<file path="src/rtl/sram_arb_pkg.sv">
// Shared types for the SRAM port arbiter: FSM states and the two-valued port identifier.
package sram_arb_pkg;

  typedef enum logic [1:0] {
    S_IDLE    = 2'd0,
    S_ACCESS  = 2'd1,
    S_RECOVER = 2'd2
  } arb_state_t;

  typedef logic port_t;

  localparam port_t PORT_CPU = 1'b0;
  localparam port_t PORT_LDR = 1'b1;

endpackage

</file>
<file path="src/rtl/rr_pick2.sv">
// Combinational two-way request picker: a lone requester wins, and a tie goes to the
// port that did not own the bus last (round-robin) or always to the CPU port.
module rr_pick2
  import sram_arb_pkg::*;
#(
  parameter bit ROUND_ROBIN = 1'b1
) (
  input  logic  req0,
  input  logic  req1,
  input  port_t last_owner,
  output logic  valid,
  output port_t owner
);

  always_comb begin
    valid = req0 | req1;
    if (req0 && req1) begin
      owner = ROUND_ROBIN ? ~last_owner : PORT_CPU;
    end else if (req1) begin
      owner = PORT_LDR;
    end else begin
      owner = PORT_CPU;
    end
  end

endmodule

</file>
<file path="src/rtl/sram_arbiter.sv">
// Shares one asynchronous SRAM port between the CPU memory path (port 0) and a
// loader/debug master (port 1): arbitrate, hold a programmable strobe, capture, recover.
module sram_arbiter
  import sram_arb_pkg::*;
#(
  parameter int WAIT_CYCLES = 2,
  parameter int ROUND_ROBIN = 1
) (
  input  logic        Clk,
  input  logic        Reset_al,
  input  logic        req0,
  input  logic        req1,
  input  logic        we0,
  input  logic        we1,
  input  logic [15:0] addr0,
  input  logic [15:0] addr1,
  input  logic [15:0] wdata0,
  input  logic [15:0] wdata1,
  output logic        gnt0,
  output logic        gnt1,
  output logic        done0,
  output logic        done1,
  output logic [15:0] rdata,
  output logic        busy,
  output logic [15:0] ADDR,
  output logic [15:0] Data_to_SRAM,
  input  logic [15:0] Data_from_SRAM,
  output logic        OE,
  output logic        WE,
  output logic [1:0]  dbg_state
);

  // Requester handshake: a master raises reqN with weN/addrN/wdataN stable and keeps
  // them until gntN pulses for one cycle (request latched, inputs free to change);
  // doneN pulses for one cycle when the access has finished (rdata valid on reads).
  // reqN must be low again within one cycle after doneN or the access is repeated.

  localparam logic [3:0] WAIT_LOAD = 4'(WAIT_CYCLES);

  arb_state_t  state;
  port_t       owner;
  port_t       last_owner;
  logic        cur_we;
  logic [3:0]  wait_cnt;

  logic        pick_valid;
  port_t       pick_owner;
  logic        sel_we;
  logic [15:0] sel_addr;
  logic [15:0] sel_wdata;

  rr_pick2 #(
    .ROUND_ROBIN (ROUND_ROBIN != 0)
  ) u_pick (
    .req0       (req0),
    .req1       (req1),
    .last_owner (last_owner),
    .valid      (pick_valid),
    .owner      (pick_owner)
  );

  always_comb begin
    sel_we    = (pick_owner == PORT_LDR) ? we1    : we0;
    sel_addr  = (pick_owner == PORT_LDR) ? addr1  : addr0;
    sel_wdata = (pick_owner == PORT_LDR) ? wdata1 : wdata0;
  end

  assign dbg_state = state;

  always_ff @(posedge Clk) begin
    if (!Reset_al) begin
      state        <= S_IDLE;
      owner        <= PORT_CPU;
      last_owner   <= PORT_LDR;
      cur_we       <= 1'b0;
      wait_cnt     <= 4'd0;
      OE           <= 1'b1;
      WE           <= 1'b1;
      ADDR         <= 16'h0000;
      Data_to_SRAM <= 16'h0000;
      rdata        <= 16'h0000;
      gnt0         <= 1'b0;
      gnt1         <= 1'b0;
      done0        <= 1'b0;
      done1        <= 1'b0;
      busy         <= 1'b0;
    end else begin
      gnt0  <= 1'b0;
      gnt1  <= 1'b0;
      done0 <= 1'b0;
      done1 <= 1'b0;
      case (state)
        S_IDLE: begin
          if (pick_valid) begin
            owner        <= pick_owner;
            last_owner   <= pick_owner;
            cur_we       <= sel_we;
            ADDR         <= sel_addr;
            Data_to_SRAM <= sel_we ? sel_wdata : 16'h0000;
            OE           <= sel_we;
            WE           <= ~sel_we;
            wait_cnt     <= WAIT_LOAD;
            gnt0         <= (pick_owner == PORT_CPU);
            gnt1         <= (pick_owner == PORT_LDR);
            busy         <= 1'b1;
            state        <= S_ACCESS;
          end
        end
        S_ACCESS: begin
          if (wait_cnt != 4'd0) begin
            wait_cnt <= wait_cnt - 4'd1;
          end else begin
            // Last strobe cycle: the SRAM output has settled, so capture it on reads.
            if (!cur_we) begin
              rdata <= Data_from_SRAM;
            end
            OE    <= 1'b1;
            WE    <= 1'b1;
            done0 <= (owner == PORT_CPU);
            done1 <= (owner == PORT_LDR);
            state <= S_RECOVER;
          end
        end
        S_RECOVER: begin
          busy  <= 1'b0;
          state <= S_IDLE;
        end
        default: begin
          OE    <= 1'b1;
          WE    <= 1'b1;
          busy  <= 1'b0;
          state <= S_IDLE;
        end
      endcase
    end
  end

endmodule

</file>
<file path="config.mk">
export PLATFORM = sky130hd
export DESIGN_NAME = sram_arbiter
export DESIGN_NICKNAME = d
export VERILOG_FILES = /design/src/rtl/sram_arb_pkg.sv /design/src/rtl/rr_pick2.sv /design/src/rtl/sram_arbiter.sv
export SDC_FILE = /design/constraint.sdc
export NUM_CORES = 1
export LEC_CHECK = 0
export BUFFER_PORTS_ARGS = -buffer_cell sky130_fd_sc_hd__buf_2
export CORE_MARGIN = 3
export CORE_UTILIZATION = 43
export CTS_BUF_LIST = sky130_fd_sc_hd__clkbuf_8
export DETAILED_ROUTE_END_ITERATION = 6
export PLACE_DENSITY_LB_ADDON = 0.12
export SLEW_MARGIN = 20
export SYNTH_ARGS = -nofsm -noshare
export SYNTH_HDL_FRONTEND = slang
export SYNTH_SLANG_ARGS = --single-unit
</file>
<file path="constraint.sdc">
create_clock -name Clk -period 1.5 [get_ports Clk]
set_input_delay 0.075 -clock Clk [delete_from_list [all_inputs] [get_ports Clk]]
set_output_delay 0.075 -clock Clk [all_outputs]
set_load 0.02 [all_outputs]
</file>
==> results.md, run 1 <==
- HP Start: addr1[2]
- Max Fanout on Critical Path: 16
- GR Overflow Total: 0
- Core Rows: 29
- Sequential area share after synthesis: 44.8%
- Top FF cell, synth: dfxtp_1
- Ratio of cells with drive above 1 in the final layout: 41.9%
- Clock Sink Count: 64
- Tmin final: 1530 ps
- Status: finished, violations left
- Crit-path cells: inv_2 -> ha_4 -> nor3b_4 -> nor3b_4 -> buf_12 -> mux2i_2
- Most common cell after layout, fill and taps aside: buf_2
- Vias in the first global route: 2526
- Worst Clk Skew: 6.34 ps
- Leak: 2.00 nW
- Drt first-iter violations: 53
- Final hold viol count: 0
- Final wirelength: 7.06 mm
- Cell Pwr Density: 1080 nW/um^2
- Family with the most delay on the worst path: simple AND/OR/NAND/NOR gates
- Hold Slack: 17.1 ps
- Slack of the critical path: -28.6 ps
- Post-Syn Instances: 287
- Post-Synthesis Net Count: 375
- Total chip power: 0.00434 W
- M1 wire length: 3.12 mm
- Final worst path period share: 102%
- DR DRC count: 0
- Antenna cell count: 0
- Full die area: 7670 um^2
- Ys async rst share: 0%
- CP Class: register to register
- Net Sw Frac: 30.5%
- Core area: 6390 um^2
- Max Buffers Root-to-Sink: 2
- Failing checks: negative setup slack
- CP startpoint: wait_cnt[1]
- CTS Buf Count: 9
- Wire per inst: 13.3 um
- # setup viols final: 1
- Worst EP required: 1730 ps
- Ys Warns: 0
- Clk Latency, worst-skew pair: 320 ps
- WL met3: 452 um
- Reg power frac: 45.3%
- Reg2Reg Setup Slack: -30 ps
- Placer Congestion: 0.835
- Final Max Slew Viols: 0
- Pin count of the biggest net entering global routing: 33
- Relative slew slack: 61.5%
- Sw Pwr: 0.00132 W
- First-pass GRT wire length: 11.3 mm
- Reg clk slew, reported paths: 60 ps
- Antenna violations before repair: 0
- DR top layer: met4
- Vias: 2591
- Vias per cell: 4.89
- Power share of the clock group: 28.1%
- Int Pwr: 0.00302 W
- Cell total after placement: 499
- DR pass1 iterations: 4
- Max Clock Freq: 654 MHz
- Die W: 87.6 um
- Total track usage: 18.6%
- Final ANT Viol Nets: 0
- CP startpoint kind: register
- Mapped Area: 2860 um^2
- Layout overhead on the synthesized area: 40.2%
- Io pins: 143
- Worst-Margin Slew: 577 ps
- Max incr delay on CP: 330 ps
- Max-Cap Viols: 0
- RSZ-0062 raised after global routing: yes
- Most frequent cells in the layout: 142 x buf_2, 62 x dfxtp_1, 51 x nand2_1
- Post-synth EDFFs: 0
- DIE HEIGHT: 87.6 um
- Slowest-stage cell, CP: dfxtp_2
- Metal2 WL: 3.38 mm
- Maximum VDD drop: 650 uV
- Critical Path Sink Type: register
- H-tree depth: 3
- Seq cells post-synth: 64
- Initial Util: 44.8%
- Root buf cell: clkbuf_8
- Min-Delay Path Class: input port to register
- DP HPWL: 4.99 mm
- Critical path's most frequent cell: nor3b_4
- Final std cells w/o fill: 530
- Worst EP arrival: 1760 ps
- Reg2reg start: wait_cnt[1]
- Post-synth cell types: 47
- PortBufs: 142
- Nets: 536
- Synthesized area per cell: 9.97 um^2
- Worst Path Buf+Inv: 2
- Combinational share of power: 26.7%
- CTS tree: done
- Post-CTS setup buffer count: 0
==> cell type report <==
cell class / count / area, um^2
fill: 561 / 2370
multi-input combinational: 181 / 1380
inverter: 21 / 78.8
tap: 77 / 96.3
timing repair buffer: 171 / 1000
clock buffer: 10 / 138
clock inverter: 6 / 27.5
sequential: 64 / 1280
==> per-layer routing <==
metal  vias up  track usage [%]
li1       1354                -
met1      1140             22.6
met2        89             32.1
met3         8             3.57
met4         0             7.95
met5         -                0
==> metrics by stage <==
stage / setup TNS, ps / utilization [%] / setup WS (ps) / instance area (um^2)
finish: -28.6 / 62.8 / -28.6 / 4010
global route: -1180 / 62.8 / -113 / 4010
CTS: -38.5 / 62.6 / -38.5 / 4000
detailed placement: -45.8 / 57.6 / -45.8 / 3680
global placement: 0 / 57.6 / 76.3 / 3680
floorplan: 0 / - / 1.33 / 2880
==> what timing repair did <==
item | CTS | global route
endpoints found under the hold margin | 15 | 0
setup endpoints to repair | 4 | 46
pin swaps | 0 | 0
resized for setup | 1 | 4
hold buffers | 15 | 0
==> power by group through the flow <==
stage | logic (W) | clock network (W) | registers [W]
after floorplan | 0.000559 | 0 | 0.00217
after global placement | 0.00111 | 0 | 0.00200
after detailed placement | 0.00112 | 0 | 0.00200
after CTS | 0.00116 | 0.00127 | 0.00196
after global routing | 0.00127 | 0.00134 | 0.00199
final | 0.00116 | 0.00122 | 0.00197
==> kinds of logic after synthesis <==
group                      Yosys count  share of synthesized area, %
buffers and inverters               42                          7.96
AOI/OAI and AO/OA                   71                          21.8
DFF                                 64                          44.8
adders and majority gates            2                         0.874
and+or+nand+nor                     76                          13.4
muxes                               32                          11.2
==> cells in the mapped netlist (all sizes together) (2+ instances only) <==
| library cell | instances | area, um^2 |
|---|---|---|
| dfxtp | 64 | 1280 |
| clkbuf | 6 | 22.5 |
| o21ai | 3 | 15.0 |
| o2bb2ai | 17 | 149 |
| nor2 | 3 | 11.3 |
| o32ai | 17 | 149 |
| or4b | 2 | 20.0 |
| ha | 2 | 25.0 |
| buf | 15 | 126 |
| a21boi | 4 | 45.1 |
| o311ai | 2 | 17.5 |
| and2 | 4 | 25.0 |
| a22o | 17 | 149 |
| inv | 21 | 78.8 |
| and3 | 2 | 13.8 |
| nor2b | 3 | 18.8 |
| nand2 | 51 | 191 |
| mux2i | 32 | 320 |
| nor3b | 2 | 31.3 |
| nand2b | 2 | 20.0 |
| o22ai | 2 | 12.5 |
==> state kept, by name, summed over array words and instances, names as in the netlist <==
register	count
ADDR	16
Data_to_SRAM	16
rdata	16
wait_cnt	4
dbg_state	2
OE	1
WE	1
busy	1
cur_we	1
done0	1
done1	1
gnt0	1
gnt1	1
last_owner	1
owner	1
==> worst min-delay path, delay by kind of cell <==
family / cells / cell delay, ps
muxes: 1 / 50
AOI/OAI and AO/OA: 1 / 100
buffers and inverters: 1 / 70
==> worst paths after layout <==
path,endpoint,cells after the start
worst max-delay path,rdata[4],6
worst min-delay path,ADDR[2],3
worst max register to register,rdata[4],6
worst min register to register,done0,1
Power figures use the tool's default switching activity.
==> inputs of run 2 (changes only) <==
--- a/config.mk
+++ b/config.mk
@@ -11,6 +11,7 @@
 export CTS_BUF_LIST = sky130_fd_sc_hd__clkbuf_8
 export DETAILED_ROUTE_END_ITERATION = 6
 export PLACE_DENSITY_LB_ADDON = 0.12
+export SETUP_SLACK_MARGIN = 0.02
 export SLEW_MARGIN = 20
 export SYNTH_ARGS = -nofsm -noshare
 export SYNTH_HDL_FRONTEND = slang
==> results.md, run 2 (synthesis gave the netlist of run 1 again) <==
- Status: finished, violations left (unchanged)
- Failing checks: negative setup slack (unchanged)
- Pin count of the biggest net entering global routing: 33 (unchanged)
- Root buf cell: clkbuf_8 (unchanged)
- Cell Pwr Density: 1080 nW/um^2 (about the same)
- Max-Cap Viols: 0 (unchanged)
- Total track usage: 18.6% (unchanged)
- Initial Util: 44.8% (unchanged)
- PortBufs: 142 (unchanged)
- Top Registers: ADDR (16), Data_to_SRAM (16), rdata (16) (unchanged)
- Antenna violations before repair: 0 (unchanged)
- Final wirelength: 7.07 mm (was 7.06 mm)
- Final hold viol count: 0 (unchanged)
- CP Class: register to register (unchanged)
- Placer Congestion: 0.835 (unchanged)
- Final Max Slew Viols: 0 (unchanged)
- Vias per cell: 4.89 (about the same)
- Vias: 2598 (was 2591)
- Clock Sink Count: 64 (unchanged)
- Drt first-iter violations: 68 (was 53)
- Final core occ: 62.9% (was 62.8%)
- RSZ-0062 raised after global routing: yes (unchanged)
- R2r endpoint: rdata[4] (unchanged)
- DP HPWL: 4.99 mm (unchanged)
- Hold Slack: 17.3 ps (was 17.1 ps)
- Critical Path Sink Type: register (unchanged)
- Io pins: 143 (unchanged)
- Fill cells: 561 (unchanged)
- CTS Buf Count: 9 (unchanged)
- GR Overflow Total: 0 (unchanged)
- DIE HEIGHT: 87.6 um (unchanged)
- Worst EP required: 1730 ps (about the same)
- Most frequent cells in the layout: 142 x buf_2, 62 x dfxtp_1, 51 x nand2_1 (unchanged)
- Max Fanout on Critical Path: 16 (unchanged)
- CP startpoint kind: register (unchanged)
- Vias in the first global route: 2528 (was 2526)
- Relative slew slack: 61.4% (was 61.5%)
- Reg2reg start: wait_cnt[1] (unchanged)
- Wire per inst: 13.3 um (about the same)
- HP Start: addr1[2] (unchanged)
- DR DRC count: 0 (unchanged)
- Clk Latency, worst-skew pair: 320 ps (about the same)
- Max Clock Freq: 657 MHz (was 654 MHz)
- Full die area: 7670 um^2 (unchanged)
- Max Buffers Root-to-Sink: 2 (unchanged)
- Final ANT Viol Nets: 0 (unchanged)
- CTS tree: done (unchanged)
- Most common cell after layout, fill and taps aside: buf_2 (unchanged)
- Die W: 87.6 um (unchanged)
- H-tree depth: 3 (unchanged)
- Core area: 6390 um^2 (unchanged)
- # setup viols final: 1 (unchanged)
- WHS Endpoint: ADDR[2] (unchanged)
- Leak: 2.01 nW (was 2.00 nW)
- WHS Path Cells: 3 (unchanged)
- First-pass GRT wire length: 11.3 mm (unchanged)
- Tmin final: 1520 ps (was 1530 ps)
- Nets: 537 (was 536)
- Antenna cell count: 0 (unchanged)
- Slack of the critical path: -22.4 ps (was -28.6 ps)
- Worst Clk Skew: 6.13 ps (was 6.34 ps)
- Worst EP arrival: 1760 ps (about the same)
- Core Rows: 29 (unchanged)
- Min-Delay Path Class: input port to register (unchanged)
- Reg2Reg Depth: 6 (unchanged)
- Ratio of cells with drive above 1 in the final layout: 42.1% (was 41.9%)
- Reg clk slew, reported paths: 60 ps (about the same)
- Total chip power: 0.00435 W (was 0.00434 W)
- DR pass1 iterations: 4 (unchanged)
- Layout overhead on the synthesized area: 40.4% (was 40.2%)
- Worst-Margin Slew: 577 ps (about the same)
- Reg2Reg Setup Slack: -20 ps (was -30 ps)
- Maximum VDD drop: 650 uV (about the same)
- Final worst path period share: 101% (was 102%)
==> run 2: changes by cell type in the layout (fill, tap and decap cells not counted) <==
cell / delta
buf_4: +1
==> run 2: layer usage <==
| metal | part of all wire, % | wire length [um] | vias to the layer above | global-route usage (%) |
|---|---|---|---|---|
| met4 | 1.4 | 102 | 0 | 7.95 |
| met2 | 48 | 3390 | 87 | 32.1 |
| li1 | - | - | 1356 | - |
| met3 | 6.4 | 449 | 8 | 3.57 |
| met1 | 44 | 3130 | 1147 | 22.6 |
| met5 | 0 | 0 | - | 0 |
==> run 2: worst max-delay path, cell delays in order (launching register included) <==
cell and delay (ps):
dfxtp_2 330, inv_2 70, ha_4 130, nor3b_4 220
nor3b_4 260, buf_12 200, mux2i_2 230
==> run 2: worst max path at each step <==
stage / startpoint / to / slack [ps] / cells after the start
floorplan: wait_cnt[1] / rdata[0] / 1 / 7
global placement: wait_cnt[1] / rdata[14] / 80 / 6
detailed placement: wait_cnt[1] / rdata[4] / -50 / 6
CTS: wait_cnt[1] / rdata[4] / -40 / 6
global route: wait_cnt[1] / rdata[4] / -100 / 6
finish: wait_cnt[1] / rdata[4] / -20 / 6
==> run 2: what timing repair did <==
item	in CTS	in global routing
setup buffers	0	1
hold endpoints to repair	15	0
setup endpoints to repair	16	52
pin swaps	0	1
gates resized for setup	1	4
hold buffers	15	0
==> run 2: layout make-up <==
cell class	count	area, um^2	area share [%]
clock inverter	6	27.5	0.685
sequential	64	1280	31.9
tap	77	96.3	2.40
clock buffer	10	138	3.42
inverter	21	78.8	1.96
multi-input combinational	181	1380	34.4
timing repair buffer	172	1010	25.2
==> run 2: metrics by stage <==
stage          area, um^2  cells  setup WS (ps)  TNS (ps)
5_1_grt              4020    531           -100      -994
4_1_cts              4000    530          -38.5     -38.5
6_report             4020    531          -22.4     -22.4
3_3_place_gp         3680    499           76.3         0
2_1_floorplan        2880    287           1.33         0
3_5_place_dp         3680    499          -45.8     -45.8
==> run 2: where the power goes <==
group | switching, W | internal, W
logic | 0.000627 | 0.000538
registers | 0.0000986 | 0.00187
clock network | 0.000598 | 0.000621
total | 0.00132 | 0.00303
==> inputs of run 3 (changes only) <==
--- a/config.mk
+++ b/config.mk
@@ -6,6 +6,7 @@
 export NUM_CORES = 1
 export LEC_CHECK = 0
 export BUFFER_PORTS_ARGS = -buffer_cell sky130_fd_sc_hd__buf_2
+export CAP_MARGIN = 20
 export CORE_MARGIN = 3
 export CORE_UTILIZATION = 43
 export CTS_BUF_LIST = sky130_fd_sc_hd__clkbuf_8
==> constraint.sdc (replaced) <==
create_clock -name Clk -period 1.5 [get_ports Clk]
set_input_delay 0 -clock Clk [delete_from_list [all_inputs] [get_ports Clk]]
set_output_delay 0 -clock Clk [all_outputs]
set_load 0.02 [all_outputs]
==> results.md, run 3 (synthesis gave the netlist of run 1 again) <==
- Vias per cell: 5.03 (was 4.89)
- Worst EP required: 1740 ps (was 1730 ps)
- Max-Cap Viols: 0 (unchanged)
- Slack of the critical path: -32.9 ps (was -22.4 ps)
- Core Rows: 29 (unchanged)
- Total track usage: 21.0% (was 18.6%)
- Io pins: 143 (unchanged)
- Failing checks: negative setup slack (unchanged)
- Power share of the clock group: 32.3% (was 28.0%)
- Critical Path Sink Type: register (unchanged)
- CP startpoint kind: register (unchanged)
- R2r endpoint: rdata[11] (was rdata[4])
- Clk Latency, worst-skew pair: 320 ps (about the same)
- Clock Sink Count: 64 (unchanged)
- Placer Congestion: 0.836 (was 0.835)
- Reg2Reg Depth: 7 (was 6)
- Final hold viol count: 0 (unchanged)
- Worst-Margin Slew: 588 ps (was 577 ps)
- Drt first-iter violations: 95 (was 68)
- Combinational share of power: 27.1% (was 26.8%)
- RSZ-0062 raised after global routing: yes (unchanged)
- Ratio of cells with drive above 1 in the final layout: 39.6% (was 42.1%)
- Maximum VDD drop: 594 uV (was 650 uV)
- Net Sw Frac: 28.2% (was 30.4%)
- Max Buffers Root-to-Sink: 2 (unchanged)
- Reg2reg start: wait_cnt[0] (was wait_cnt[1])
- Nets: 576 (was 537)
- CTS Buf Count: 9 (unchanged)
- Max incr delay on CP: 320 ps (was 330 ps)
- Reg clk slew, reported paths: 70 ps (was 60 ps)
- Final ANT Viol Nets: 0 (unchanged)
- Max Clock Freq: 652 MHz (was 657 MHz)
- Vias in the first global route: 2855 (was 2528)
- # setup viols final: 5 (was 1)
- DP HPWL: 4.85 mm (was 4.99 mm)
- Max Fanout on Critical Path: 8 (was 16)
- Top Registers: ADDR (16), Data_to_SRAM (16), rdata (16) (unchanged)
- Hold Slack: 69.3 ps (was 17.3 ps)
- Sw Pwr: 0.00137 W (was 0.00132 W)
- Tmin final: 1530 ps (was 1520 ps)
- DR pass1 iterations: 4 (unchanged)
- Cell Pwr Density: 1080 nW/um^2 (about the same)
- GR Overflow Total: 0 (unchanged)
- Vias: 2868 (was 2598)
- Critical path's most frequent cell: nor3b_4 (unchanged)
- Core area: 6390 um^2 (unchanged)
- Reg power frac: 40.6% (was 45.2%)
- Reg2Reg Setup Slack: -30 ps (was -20 ps)
- Initial Util: 44.8% (unchanged)
- Crit-path cells: inv_2 -> ha_4 -> nor3b_4 -> nor3b_4 -> buf_6 -> buf_12 -> mux2i_2 (was inv_2 -> ha_4 -> nor3b_4 -> nor3b_4 -> buf_12 -> mux2i_2)
- Pin count of the biggest net entering global routing: 35 (was 33)
- Antenna cell count: 0 (unchanged)
- CTS tree: done (unchanged)
- Most frequent cells in the layout: 142 x buf_2, 62 x dfxtp_1, 51 x nand2_1 (unchanged)
- CP Class: register to register (unchanged)
- Root buf cell: clkbuf_8 (unchanged)
- Leak: 2.20 nW (was 2.01 nW)
- Slowest-stage cell, CP: dfxtp_2 (unchanged)
- DIE HEIGHT: 87.6 um (unchanged)
- Final wirelength: 7.90 mm (was 7.07 mm)
- H-tree depth: 3 (unchanged)
- End point of the critical path: rdata[11] (was rdata[4])
- Full die area: 7670 um^2 (unchanged)
- CP startpoint: wait_cnt[0] (was wait_cnt[1])
- Fill cells: 485 (was 561)
- Final setup TNS: -62.7 ps (was -22.4 ps)
- Die W: 87.6 um (unchanged)
- PortBufs: 142 (unchanged)
- Final worst path period share: 102% (was 101%)
- Min-Delay Path Class: input port to register (unchanged)
- Relative slew slack: 60.7% (was 61.4%)
- First-pass GRT wire length: 12.8 mm (was 11.3 mm)
- Antenna violations before repair: 0 (unchanged)
- Int Pwr: 0.00347 W (was 0.00303 W)
- Wire per inst: 13.9 um (was 13.3 um)
- Final Max Slew Viols: 0 (unchanged)
- Most common cell after layout, fill and taps aside: buf_2 (unchanged)
- Status: finished, violations left (unchanged)
- DR DRC count: 0 (unchanged)
- Layout overhead on the synthesized area: 56.3% (was 40.4%)
- Worst Clk Skew: 8.83 ps (was 6.13 ps)
- Worst EP arrival: 1780 ps (was 1760 ps)
run 3: cell count changes in the layout (fill, tap and decap cells not counted), sizes merged:
cell	previous run	this run
bufinv	0	2
dlygate4sd3	15	49
buf	157	162
inv	23	24
clkinv	4	1
run 3: final cells by class:
class	instances	area, um^2	area share (%)
sequential	64	1280	28.7
clock buffer	10	138	3.08
tap	77	96.3	2.15
clock inverter	6	76.3	1.71
inverter	21	78.8	1.76
multi-input combinational	181	1390	31.0
timing repair buffer	211	1410	31.6
run 3: power by group through the flow:
stage               Combinational [W]  Sequential, W  Clock [W]
floorplan                    0.000559        0.00217          0
global placement              0.00110        0.00200          0
detailed placement            0.00112        0.00199          0
CTS                           0.00129        0.00196    0.00161
global route                  0.00142        0.00198    0.00170
finish                        0.00131        0.00196    0.00156
run 3: worst max-delay path: cells and delay by family, from the launching register on:
| kind | cells | cell delay (ps) |
|---|---|---|
| buffers and inverters | 3 | 380 |
| and+or+nand+nor | 2 | 430 |
| adders and majority gates | 1 | 140 |
| DFF | 1 | 320 |
| muxes | 1 | 200 |
run 3: what timing repair did:
| action | in CTS | in global routing |
|---|---|---|
| gates cloned | 1 | 0 |
| hold buffers | 49 | 0 |
| pin swaps | 0 | 1 |
| buffers inserted | 5 | 1 |
| setup endpoints to repair | 16 | 49 |
| resized for setup | 3 | 6 |
| endpoints found under the hold margin | 34 | 0 |
run 3: per-stage QoR:
stage	total power [W]	cell area [um^2]	utilization, %	cells	worst slack (ps)
after global routing	0.00511	4470	70.0	570	-112
after detailed placement	0.00311	3670	57.5	498	-11.8
final	0.00484	4470	70.0	570	-32.9
after floorplan	0.00273	2880	-	287	1.33
after CTS	0.00486	4450	69.7	569	22.2
after global placement	0.00310	3670	57.5	498	74.5
run 3: metal layers:
layer / wire length [um] / vias up / track usage (%)
met5: 0 / - / 0
met2: 3970 / 92 / 36.0
met1: 3380 / 1333 / 25.4
met3: 490 / 6 / 5.08
met4: 60 / 0 / 7.95
li1: - / 1437 / -
run 3: worst min-delay path by stage:
stage                           start                to  slack (ps)  cells past startpoint
floorplan           Data_from_SRAM[0]          rdata[0]         140                      2
global placement    Data_from_SRAM[4]          rdata[4]         250                      3
detailed placement  Data_from_SRAM[0]          rdata[0]         250                      3
CTS                         wdata0[7]   Data_to_SRAM[7]          60                      4
global route               wdata0[12]  Data_to_SRAM[12]          70                      4
finish                     wdata0[13]  Data_to_SRAM[13]          70                      4
